$ cat config.mk
export PLATFORM = sky130hd
export DESIGN_NAME = trap_controller_flat
export DESIGN_NICKNAME = d
export VERILOG_FILES = /design/src/rtl/trap_controller_if.sv /design/src/rtl/trap_controller.sv /design/src/flat_wrapper.sv
export SDC_FILE = /design/constraint.sdc
export NUM_CORES = 1
export LEC_CHECK = 0
export BUFFER_PORTS_ARGS = -buffer_cell sky130_fd_sc_hd__buf_4
export CORE_AREA = 2 2 157 159
export DETAILED_ROUTE_END_ITERATION = 8
export DIE_AREA = 0 0 159 161
export PLACE_DENSITY = 0.67
export SLEW_MARGIN = 20
export SYNTH_ARGS = -nofsm -noshare
export SYNTH_HDL_FRONTEND = slang
export SYNTH_SLANG_ARGS = --single-unit
$ cat constraint.sdc
create_clock -name core_clock -period 6.8 [get_ports core_clock]
set_clock_uncertainty 0.2 [all_clocks]
set_input_delay 0.68 -clock core_clock [delete_from_list [all_inputs] [get_ports core_clock]]
set_output_delay 0.68 -clock core_clock [all_outputs]
set_load 0.05 [all_outputs]
$ cat src/rtl/trap_controller_if.sv
// CSR-file side of the user-mode trap controller: parallel CSR reads in,
// simultaneous uepc/ucause/utval write and normal write port out.
interface trap_controller_if;
    logic [31:0] ustatus;
    logic [31:0] uie;
    logic [31:0] utvec;
    logic [31:0] uepc;

    logic        csr_simu_write;
    logic [31:0] csr_uepc_data;
    logic [31:0] csr_ucause_data;
    logic [31:0] csr_utval_data;

    logic        csr_write;
    logic [11:0] csr_write_address;
    logic [31:0] csr_write_data;

    modport master (
        input  ustatus, uie, utvec, uepc,
        output csr_simu_write, csr_uepc_data, csr_ucause_data, csr_utval_data,
        output csr_write, csr_write_address, csr_write_data
    );

    modport slave (
        output ustatus, uie, utvec, uepc,
        input  csr_simu_write, csr_uepc_data, csr_ucause_data, csr_utval_data,
        input  csr_write, csr_write_address, csr_write_data
    );
endinterface

$ cat src/rtl/trap_controller.sv
// User-mode trap sequencer: turns exceptions, gated user interrupts and uret
// into a stalled CSR save / ustatus update / PC redirect sequence.
module trap_controller #(
    parameter logic [11:0] USTATUS_ADDR = 12'd0,
    parameter logic [4:0]  CODE_USI     = 5'd0,
    parameter logic [4:0]  CODE_UTI     = 5'd4,
    parameter logic [4:0]  CODE_UEI     = 5'd8
) (
    input  logic                core_clock,
    input  logic                reset,
    input  logic [31:0]         pc,
    input  logic                exc_valid,
    input  logic [30:0]         exc_cause,
    input  logic [31:0]         exc_tval,
    input  logic                uret_valid,
    input  logic                irq_software,
    input  logic                irq_timer,
    input  logic                irq_external,
    trap_controller_if.master   csr,
    output logic                stall_request,
    output logic                pc_redirect,
    output logic [31:0]         pc_redirect_target
);

    typedef enum logic [1:0] {
        IDLE     = 2'd0,
        SAVE     = 2'd1,
        STATUS   = 2'd2,
        REDIRECT = 2'd3
    } state_t;

    state_t state, state_next;

    logic [31:0] l_pc;
    logic [31:0] l_cause;
    logic [31:0] l_tval;
    logic [31:0] l_ustatus;
    logic [31:0] l_utvec;
    logic [31:0] l_uepc;
    logic [4:0]  l_code;
    logic        l_is_irq;
    logic        l_is_uret;

    logic        take_ext, take_sw, take_tm;
    logic        accept;
    logic        evt_is_irq, evt_is_uret;
    logic [4:0]  evt_code;
    logic [31:0] trap_base;

    logic unused_uie_bits;
    assign unused_uie_bits = ^{csr.uie[31:9], csr.uie[7:5], csr.uie[3:1]};

    always_comb begin
        take_ext = csr.ustatus[0] & csr.uie[8] & irq_external;
        take_sw  = csr.ustatus[0] & csr.uie[0] & irq_software;
        take_tm  = csr.ustatus[0] & csr.uie[4] & irq_timer;
        accept   = (state == IDLE) & ~reset
                 & (exc_valid | take_ext | take_sw | take_tm | uret_valid);

        evt_is_irq  = 1'b0;
        evt_is_uret = 1'b0;
        evt_code    = '0;
        if (exc_valid) begin
            evt_is_irq = 1'b0;
        end else if (take_ext) begin
            evt_is_irq = 1'b1;
            evt_code   = CODE_UEI;
        end else if (take_sw) begin
            evt_is_irq = 1'b1;
            evt_code   = CODE_USI;
        end else if (take_tm) begin
            evt_is_irq = 1'b1;
            evt_code   = CODE_UTI;
        end else begin
            evt_is_uret = uret_valid;
        end
    end

    always_ff @(posedge core_clock) begin
        if (reset) begin
            state     <= IDLE;
            l_pc      <= '0;
            l_cause   <= '0;
            l_tval    <= '0;
            l_ustatus <= '0;
            l_utvec   <= '0;
            l_uepc    <= '0;
            l_code    <= '0;
            l_is_irq  <= 1'b0;
            l_is_uret <= 1'b0;
        end else begin
            state <= state_next;
            if (accept) begin
                l_pc      <= pc;
                l_tval    <= evt_is_irq ? 32'd0 : exc_tval;
                l_cause   <= evt_is_irq ? {1'b1, 26'd0, evt_code} : {1'b0, exc_cause};
                l_ustatus <= csr.ustatus;
                l_utvec   <= csr.utvec;
                l_uepc    <= csr.uepc;
                l_code    <= evt_code;
                l_is_irq  <= evt_is_irq;
                l_is_uret <= evt_is_uret;
            end
        end
    end

    assign trap_base = l_utvec & ~32'd3;

    always_comb begin
        state_next             = state;
        stall_request          = (state != IDLE) | accept;
        pc_redirect            = 1'b0;
        pc_redirect_target     = '0;
        csr.csr_simu_write     = 1'b0;
        csr.csr_uepc_data      = '0;
        csr.csr_ucause_data    = '0;
        csr.csr_utval_data     = '0;
        csr.csr_write          = 1'b0;
        csr.csr_write_address  = '0;
        csr.csr_write_data     = '0;

        unique case (state)
            IDLE: begin
                if (accept) state_next = evt_is_uret ? STATUS : SAVE;
            end
            SAVE: begin
                csr.csr_simu_write  = 1'b1;
                csr.csr_uepc_data   = l_pc;
                csr.csr_ucause_data = l_cause;
                csr.csr_utval_data  = l_tval;
                state_next          = STATUS;
            end
            STATUS: begin
                csr.csr_write         = 1'b1;
                csr.csr_write_address = USTATUS_ADDR;
                csr.csr_write_data    = l_ustatus;
                // Trap: UPIE <- UIE, UIE <- 0.  uret: UIE <- UPIE, UPIE <- 1.
                if (l_is_uret) begin
                    csr.csr_write_data[0] = l_ustatus[4];
                    csr.csr_write_data[4] = 1'b1;
                end else begin
                    csr.csr_write_data[4] = l_ustatus[0];
                    csr.csr_write_data[0] = 1'b0;
                end
                state_next = REDIRECT;
            end
            REDIRECT: begin
                pc_redirect = 1'b1;
                if (l_is_uret)
                    pc_redirect_target = l_uepc;
                else if (l_is_irq && (l_utvec[1:0] == 2'd1))
                    pc_redirect_target = trap_base + {25'd0, l_code, 2'b00};
                else
                    pc_redirect_target = trap_base;
                state_next = IDLE;
            end
            default: state_next = IDLE;
        endcase
    end

endmodule

$ cat src/flat_wrapper.sv
// flat-port wrapper written by rule: the top's interface ports become plain ports
module trap_controller_flat 
#(
    parameter logic [11:0] USTATUS_ADDR = 12'd0,
    parameter logic [4:0]  CODE_USI     = 5'd0,
    parameter logic [4:0]  CODE_UTI     = 5'd4,
    parameter logic [4:0]  CODE_UEI     = 5'd8
)
  (core_clock, reset, pc, exc_valid, exc_cause, exc_tval, uret_valid, irq_software, irq_timer, irq_external, stall_request, pc_redirect, pc_redirect_target, csr_ustatus, csr_uie, csr_utvec, csr_uepc, csr_csr_simu_write, csr_csr_uepc_data, csr_csr_ucause_data, csr_csr_utval_data, csr_csr_write, csr_csr_write_address, csr_csr_write_data);
  trap_controller_if csr_i ();
  input  logic core_clock;
  input  logic reset;
  input  logic [31:0] pc;
  input  logic exc_valid;
  input  logic [30:0] exc_cause;
  input  logic [31:0] exc_tval;
  input  logic uret_valid;
  input  logic irq_software;
  input  logic irq_timer;
  input  logic irq_external;
  output logic stall_request;
  output logic pc_redirect;
  output logic [31:0] pc_redirect_target;
  input wire logic [$bits(csr_i.ustatus)-1:0] csr_ustatus;
  input wire logic [$bits(csr_i.uie)-1:0] csr_uie;
  input wire logic [$bits(csr_i.utvec)-1:0] csr_utvec;
  input wire logic [$bits(csr_i.uepc)-1:0] csr_uepc;
  output wire logic [$bits(csr_i.csr_simu_write)-1:0] csr_csr_simu_write;
  output wire logic [$bits(csr_i.csr_uepc_data)-1:0] csr_csr_uepc_data;
  output wire logic [$bits(csr_i.csr_ucause_data)-1:0] csr_csr_ucause_data;
  output wire logic [$bits(csr_i.csr_utval_data)-1:0] csr_csr_utval_data;
  output wire logic [$bits(csr_i.csr_write)-1:0] csr_csr_write;
  output wire logic [$bits(csr_i.csr_write_address)-1:0] csr_csr_write_address;
  output wire logic [$bits(csr_i.csr_write_data)-1:0] csr_csr_write_data;
  assign csr_i.ustatus = csr_ustatus;
  assign csr_i.uie = csr_uie;
  assign csr_i.utvec = csr_utvec;
  assign csr_i.uepc = csr_uepc;
  assign csr_csr_simu_write = csr_i.csr_simu_write;
  assign csr_csr_uepc_data = csr_i.csr_uepc_data;
  assign csr_csr_ucause_data = csr_i.csr_ucause_data;
  assign csr_csr_utval_data = csr_i.csr_utval_data;
  assign csr_csr_write = csr_i.csr_write;
  assign csr_csr_write_address = csr_i.csr_write_address;
  assign csr_csr_write_data = csr_i.csr_write_data;
  trap_controller #(.USTATUS_ADDR(USTATUS_ADDR), .CODE_USI(CODE_USI), .CODE_UTI(CODE_UTI), .CODE_UEI(CODE_UEI)) u_core (.core_clock(core_clock), .reset(reset), .pc(pc), .exc_valid(exc_valid), .exc_cause(exc_cause), .exc_tval(exc_tval), .uret_valid(uret_valid), .irq_software(irq_software), .irq_timer(irq_timer), .irq_external(irq_external), .csr(csr_i), .stall_request(stall_request), .pc_redirect(pc_redirect), .pc_redirect_target(pc_redirect_target));
endmodule
==> metrics.md, run 1 <==
| Metric | Value |
|---|---|
| I/O pin count | `406` |
| Status | `finished clean` |
| Fraction of registers with async set/reset | `0%` |
| Flop2flop setup slack | `3760 ps` |
| Synth-to-Final Area Change | `36.7%` |
| Final hold vios | `0` |
| Grt ovf | `0` |
| Resize count post-CTS | `0` |
| Post-synthesis sequential area ratio | `42.3%` |
| Share of cells above drive strength 1 | `28.0%` |
| Post-Route WL | `29000 microns` |
| Share of the synthesized area in the top cell type | `42.3%` |
| Crit-path max cell delay | `870 ps` |
| Die height | `161 microns` |
| Area of the multi-input gates | `4950 sq um` |
| Finished Cell Area | `12700 sq um` |
| Final RePlAce weighted congestion | `0.803` |
| Fin util | `53.2%` |
| Setup Crit Path Kind | `reg2out` |
| Starting DRT DRC Count | `505` |
| Worst r2r src | `u_core.state[0]` |
| Clk sinks | `197` |
| Final ANT Viol Nets | `0` |
| Tightest Pin Transition | `989 ps` |
| CTS buffer count | `17` |
| Synth Register Bits | `197` |
| Unrepaired setup endpoints after global routing | `false` |
| Final Cycle Share | `58.4%` |
| End of the critical path | `pc_redirect_target[30]` |
| Largest net degree at the start of global routing | `106` |
| Most frequent cells in the layout | `buf_4 (374), nand2_1 (273), dfxtp_1 (197)` |
| GRT Overall Usage | `22.0%` |
| Critical path arrival | `3090 ps` |
| Hold_ws | `223 ps` |
| Final period demand of the worst path | `3970 ps` |
| Die Wd | `159 microns` |
| Clock Path Buffers | `2` |
| Setup_tns | `0 ps` |
| Slew Viols, Final | `0` |
| Vias in the first global route | `8844` |
| HPWL Detailed | `19100 microns` |
| Clock root buffer | `clkbuf_16` |
| P per Cell Area | `305 nW/um^2` |
| Predominant post-synthesis flop cell | `dfxtp_1` |
| I/O Buffers | `364` |
| Peak Freq | `252 MHz` |
| Synth Instances | `1164` |
| Ys Warns | `0` |
| First-pass GRT wire length | `46400 microns` |
| Crit Path Max Fanout | `9` |
| HP Class | `in2reg` |
| Via count | `9052` |
| Most common cell after layout, fill and taps aside | `buf_4` |
| Antenna violations before repair | `0` |
| Setup Buffers After CTS | `0` |
| Worst setup EP type | `output port` |
| R2R depth | `7` |
| Total power draw | `0.00388 W` |
| CTS tree | `done` |
| Worst slew margin | `34.1%` |
| Number of fill cells in the layout | `2370` |
| H-Tree Depth | `4` |
| FF-to-FF End | `u_core.l_cause[3]` |
| Clock Latency Late Sink | `420 ps` |
| Worst hold stages | `3` |
| Unique masters post-synth | `54` |
| Storage element area | `3940 sq um` |
| FP Rows | `57` |
| Core Area | `24000 sq um` |
| Max-cap violations | `0` |
| Synth top area cells | `dfxtp_1 (42%), nand2_1 (11%), nand3b_1 (10%), and2_1 (8.5%), a22oi_1 (5.0%)` |
| WP data required | `5920 ps` |
| WL per Instance | `16.1 microns` |
| Origin of the worst setup path | `u_core.l_utvec[4]` |
| Initial Util | `38.9%` |
| Die Footprint | `25600 sq um` |
| Nets | `1700` |
| Syn Std Cell Area | `9320 sq um` |
| Dpl cell area | `12100 sq um` |
| Crit path launch type | `register` |
| DRC viols | `0` |
| First drt pass iteration count | `5` |
| Final setup violation count | `0` |
| Syn avg cell area | `8.00 sq um` |
| CP max stage cell | `nor4_2` |
| # hold bufs at CTS | `0` |
| Post-synth top area cell | `dfxtp_1` |
| Post-synth EDFFs | `0` |
| Ant diodes | `0` |
| Max VDD drop | `0.000160 V` |
| Clk slew on worst S/H paths | `90 ps` |
| Lkg Pwr | `6.11 nW` |
| Critical-path cell list | `ha_1 -> fa_1 -> nand3_2 -> nor4_2 -> a311oi_1 -> nor3b_1 -> buf_4` |
| Vias per cell | `5.03` |
-- report_power, final --
| part | switching [W] | internal [W] | leakage, nW |
|---|---|---|---|
| logic | 0.000853 | 0.000434 | 4.20 |
| registers | 0.000163 | 0.00140 | 1.62 |
| clock network | 0.000500 | 0.000528 | 0.290 |
-- registers in the layout, indices dropped and copies added, names as in the netlist --
signal and flops:
u_core.l_utvec 32, u_core.l_code 2, u_core.l_uepc 32, u_core.l_ustatus 32, u_core.l_pc 32, u_core.l_is_uret 1, u_core.state 2, u_core.l_tval 32
u_core.l_cause 32
-- worst max-delay path, delay by kind of cell (launching register included) --
family	cells	cell delay [ps]
buffers and inverters	1	260
DFF	1	380
and+or+nand+nor	3	1370
AOI/OAI and AO/OA	1	210
adders and majority gates	2	440
-- cell families (layout without fill, tap and decap cells) --
group / after synthesis / after routing / synth area share [%]
flops: 197 / 197 / 42.3
fa+ha+maj: 8 / 8 / 1.16
other cells: 1 / 12 / 0.0403
simple gates: 691 / 691 / 39.2
mux: 4 / 4 / 0.430
compound gates: 142 / 142 / 10.9
buf+inv: 113 / 413 / 5.12
xor+xnor: 8 / 8 / 0.752
-- synthesized netlist by cell type, types with 7 or more instances --
library cell  count
and4_1            8
nand3_1           7
nor2b_1          10
dfxtp_1         197
buf_4            12
clkbuf_1         86
a21oi_1          13
and3_1           11
nand3b_1        127
nand2_1         273
nand4_1          10
nor3_1           13
nor2_1           75
ha_1              7
a22oi_1          62
a311oi_1          7
o21ai_0          25
and2_1          127
-- area by class of cell --
cell class / instances / area share (%)
clock inverter: 13 / 1.28
clock buffer: 19 / 3.40
inverter: 6 / 0.177
tap: 324 / 3.18
timing repair buffer: 375 / 22.1
multi-input combinational: 865 / 38.9
sequential: 197 / 31.0
-- how the worst min path moves through the flow --
stage / from / to
final: csr_ustatus[21] / u_core.l_ustatus[21]
after global routing: csr_ustatus[15] / u_core.l_ustatus[15]
after CTS: csr_ustatus[15] / u_core.l_ustatus[15]
after detailed placement: u_core.l_pc[30] / u_core.l_pc[30]
after global placement: u_core.l_ustatus[18] / u_core.l_ustatus[18]
after floorplan: u_core.l_uepc[8] / u_core.l_uepc[8]
-- metal layers --
metal,share of wire (%),track usage (%),vias to the layer above
li1,-,-,4503
met1,42,27.3,4229
met2,49,37.7,290
met3,7.4,6.45,30
met4,1.7,5.66,0
met5,0,0,-
-- stage by stage --
step,instances,setup slack (ps)
floorplan,1175,3160
global route,1799,2680
CTS,1799,2830
global placement,1767,3330
finish,1799,2830
detailed placement,1767,3300
Power figures use the tool's default switching activity.
==> inputs of run 2 (changes only) <==
Settings changed: ABC_AREA from default to 1, CORE_AREA 2 2 157 159 to 2 2 159 161, DIE_AREA 0 0 159 161 to 0 0 161 163, PLACE_DENSITY 0.67 to 0.71.
Clock period 6.8 ns to 3.4 ns, I/O delays scaled along.
==> run 2 against run 1 <==
  * Cell area is 20% higher
  * Critical endpoint is now u_core.l_tval[28]
  * Sequential share of layout area is 5.1 points lower
  * Cell count is 27% higher
  * Worst hold slack worse by 200 ps
  * Via count is 22% higher
  * Non-clock buffer count is 188 higher
  * Synthesized cell count is 25% higher
  * Wire length is 19% higher
  * Power is 130% higher
  * Global-route usage is 3.1 points higher
  * Clock power is 110% higher
  * Core utilization is 8.8 points higher
==> metrics.md, run 2 <==
| Metric | Value |
|---|---|
| I/O Buffers | `364 (unchanged)` |
| HPWL Detailed | `21900 microns (was 19100 microns)` |
| Final hold vios | `0 (unchanged)` |
| Max-cap violations | `0 (unchanged)` |
| Pre-CTS setup slack | `685 ps (was 3300 ps)` |
| GRT Overall Usage | `25.2% (was 22.0%)` |
| H-Tree Depth | `4 (unchanged)` |
| Status | `finished clean (unchanged)` |
| Die Footprint | `26200 sq um (was 25600 sq um)` |
| Final setup margin | `231 ps (was 2830 ps)` |
| Final period demand of the worst path | `3170 ps` |
| CTS tree | `done (unchanged)` |
| Core Area | `24700 sq um (was 24000 sq um)` |
| DRC viols | `0 (unchanged)` |
| Final setup violation count | `0 (unchanged)` |
| Count leader, synth | `nand2_1 (unchanged)` |
| Clock Latency Late Sink | `420 ps (about the same)` |
| First drt pass iteration count | `7 (was 5)` |
| Syn Std Cell Area | `10100 sq um (was 9320 sq um)` |
| Starting DRT DRC Count | `673 (was 505)` |
| Worst setup EP type | `register (was output port)` |
| Crit path launch type | `register (unchanged)` |
| CTS buffer count | `17 (unchanged)` |
| Final ANT Viol Nets | `0 (unchanged)` |
| Synth-to-Final Area Change | `51.9% (was 36.7%)` |
| FP Rows | `58 (was 57)` |
| Die height | `163 microns (was 161 microns)` |
| Lkg Pwr | `8.03 nW (was 6.11 nW)` |
| P per Cell Area | `576 nW/um^2 (was 305 nW/um^2)` |
| Unique masters post-synth | `34 (was 54)` |
| Clk slew on worst S/H paths | `80 ps (was 90 ps)` |
| Max VDD drop | `0.000319 V (was 0.000160 V)` |
| WP data required | `3570 ps (was 5920 ps)` |
| Unrepaired setup endpoints after global routing | `false (unchanged)` |
| Share of cells above drive strength 1 | `28.1% (was 28.0%)` |
| I/O pin count | `406 (unchanged)` |
| Clk sinks | `197 (unchanged)` |
| Synth Register Bits | `197 (unchanged)` |
| Synth Instances | `1450 (was 1164)` |
| Nets | `2178 (was 1700)` |
| Resize count post-CTS | `0 (unchanged)` |
| Via count | `11100 (was 9052)` |
| Crit Path Max Fanout | `53 (was 9)` |
| WL per Instance | `15.0 microns (was 16.1 microns)` |
| Final RePlAce weighted congestion | `0.885 (was 0.803)` |
| Largest net degree at the start of global routing | `69 (was 106)` |
| Setup_tns | `0 ps (unchanged)` |
| List of most frequent post-synthesis cells | `nand2_1 (503), dfxtp_1 (197), inv_1 (186), nand3_1 (148), nor2_1 (65) (was nand2_1 (273), dfxtp_1 (197), and2_1 (127), nand3b_1 (127), clkbuf_1 (86))` |
| Fin util | `61.9% (was 53.2%)` |
| Most frequent cells in the layout | `nand2_1 (503), buf_4 (378), dfxtp_1 (197) (was buf_4 (374), nand2_1 (273), dfxtp_1 (197))` |
| Antenna violations before repair | `1 (was 0)` |
| Peak Freq | `316 MHz` |
| First-pass GRT wire length | `53900 microns (was 46400 microns)` |
| Most common cell after layout, fill and taps aside | `nand2_1 (was buf_4)` |
| Slew Viols, Final | `0 (unchanged)` |
| Post-synth top area cell | `dfxtp_1 (unchanged)` |
| HP Class | `in2reg (unchanged)` |
| Fraction of registers with async set/reset | `0% (unchanged)` |
| Setup Crit Path Kind | `reg2reg (was reg2out)` |
| Worst slew margin | `29.1% (was 34.1%)` |
| Share of the synthesized area in the top cell type | `39.2% (was 42.3%)` |
| Grt ovf | `0 (unchanged)` |
| Post-synthesis sequential area ratio | `39.2% (was 42.3%)` |
| Synth top area cells | `dfxtp_1 (39%), nand2_1 (19%), nand3_1 (7.4%), inv_1 (6.9%), nand3_2 (6.3%) (was dfxtp_1 (42%), nand2_1 (11%), nand3b_1 (10%), and2_1 (8.5%), a22oi_1 (5.0%))` |
| Final Cycle Share | `93.2%` |
| Clock Path Buffers | `2 (unchanged)` |
| Post-Route WL | `34300 microns (was 29000 microns)` |
| Syn avg cell area | `6.93 sq um (was 8.00 sq um)` |
| Initial Util | `40.7% (was 38.9%)` |
| Predominant post-synthesis flop cell | `dfxtp_1 (unchanged)` |
| Die Wd | `161 microns (was 159 microns)` |
| Hold_ws | `20.0 ps (was 223 ps)` |
| Vias per cell | `4.84 (was 5.03)` |
| Clock root buffer | `clkbuf_16 (unchanged)` |
| Post-synth EDFFs | `0 (unchanged)` |
| Tightest Pin Transition | `1060 ps (was 989 ps)` |
| Ys Warns | `0 (unchanged)` |
| Flop2flop setup slack | `230 ps (was 3760 ps)` |
| Critical path arrival | `3340 ps (was 3090 ps)` |
| Vias in the first global route | `10900 (was 8844)` |
## run 2: cell types whose count changed in the layout (fill, tap and decap cells not counted), moves of 125 or more
cell	change
nand2_1	+230
dlygate4sd3_1	+181
inv_1	+180
nand3_1	+141
and2_1	-125
nand3b_1	-125
## run 2: layout make-up
class | count | area [sq um]
multi-input combinational | 972 | 4850
inverter | 189 | 717
clock inverter | 14 | 180
sequential | 197 | 3940
fill | 2154 | 9400
timing repair buffer | 563 | 4730
antenna | 2 | 5.00
tap | 330 | 413
clock buffer | 18 | 439
## run 2: repair_timing
| item | in CTS | in global routing |
|---|---|---|
| setup buffers | 0 | 0 |
| endpoints found under the hold margin | 178 | 0 |
| endpoints found under the setup margin | 0 | 0 |
| hold buffers | 181 | 0 |
## run 2: per-stage QoR
step                      instances  instance area [sq um]  total power (W)
final                          2285                  15300          0.00880
after detailed placement       2070                  12800          0.00651
after floorplan                1461                  10100          0.00555
after CTS                      2283                  15300          0.00883
after global routing           2284                  15300          0.00930
after global placement         2070                  12800          0.00645
## run 2: layer usage
metal | vias to the layer above | GRT usage (%) | part of all wire (%)
met5 | - | 0 | 0
met3 | 66 | 6.09 | 7.2
met4 | 0 | 9.66 | 2.8
met1 | 5126 | 30.2 | 41
li1 | 5458 | - | -
met2 | 418 | 43.6 | 49
## run 2: worst max-delay path, stage by stage (launching register included)
cell and delay (ps):
dfxtp_1 330, inv_1 150, ha_1 240, inv_1 50
nor2_1 310, nand2_8 280, inv_6 450, buf_12 280
nand3_2 100, a21oi_2 140, dlygate4sd3_1 560
## run 2: power breakdown
group | switching [W] | internal [W]
registers | 0.000329 | 0.00283
clock network | 0.00106 | 0.00109
logic | 0.00235 | 0.00114
## run 2: final timing paths
| check | start | to | cells past startpoint |
|---|---|---|---|
| worst max-delay path | u_core.state[1] | u_core.l_tval[28] | 10 |
| worst min-delay path | csr_utvec[17] | u_core.l_utvec[17] | 3 |
| worst max register to register | u_core.state[1] | u_core.l_tval[28] | 10 |
| worst min register to register | u_core.l_uepc[0] | u_core.l_uepc[0] | 2 |
## run 2: logic make-up after synthesis
family	count (synthesis)	synth area share, %
AND/OR/NAND/NOR	808	36.8
buffers and inverters	292	13.3
flip-flops	197	39.2
AO/OA/AOI/OAI	142	9.40
adder cells (fa/ha/maj)	8	1.07
XOR/XNOR	2	0.174
other	1	0.0373
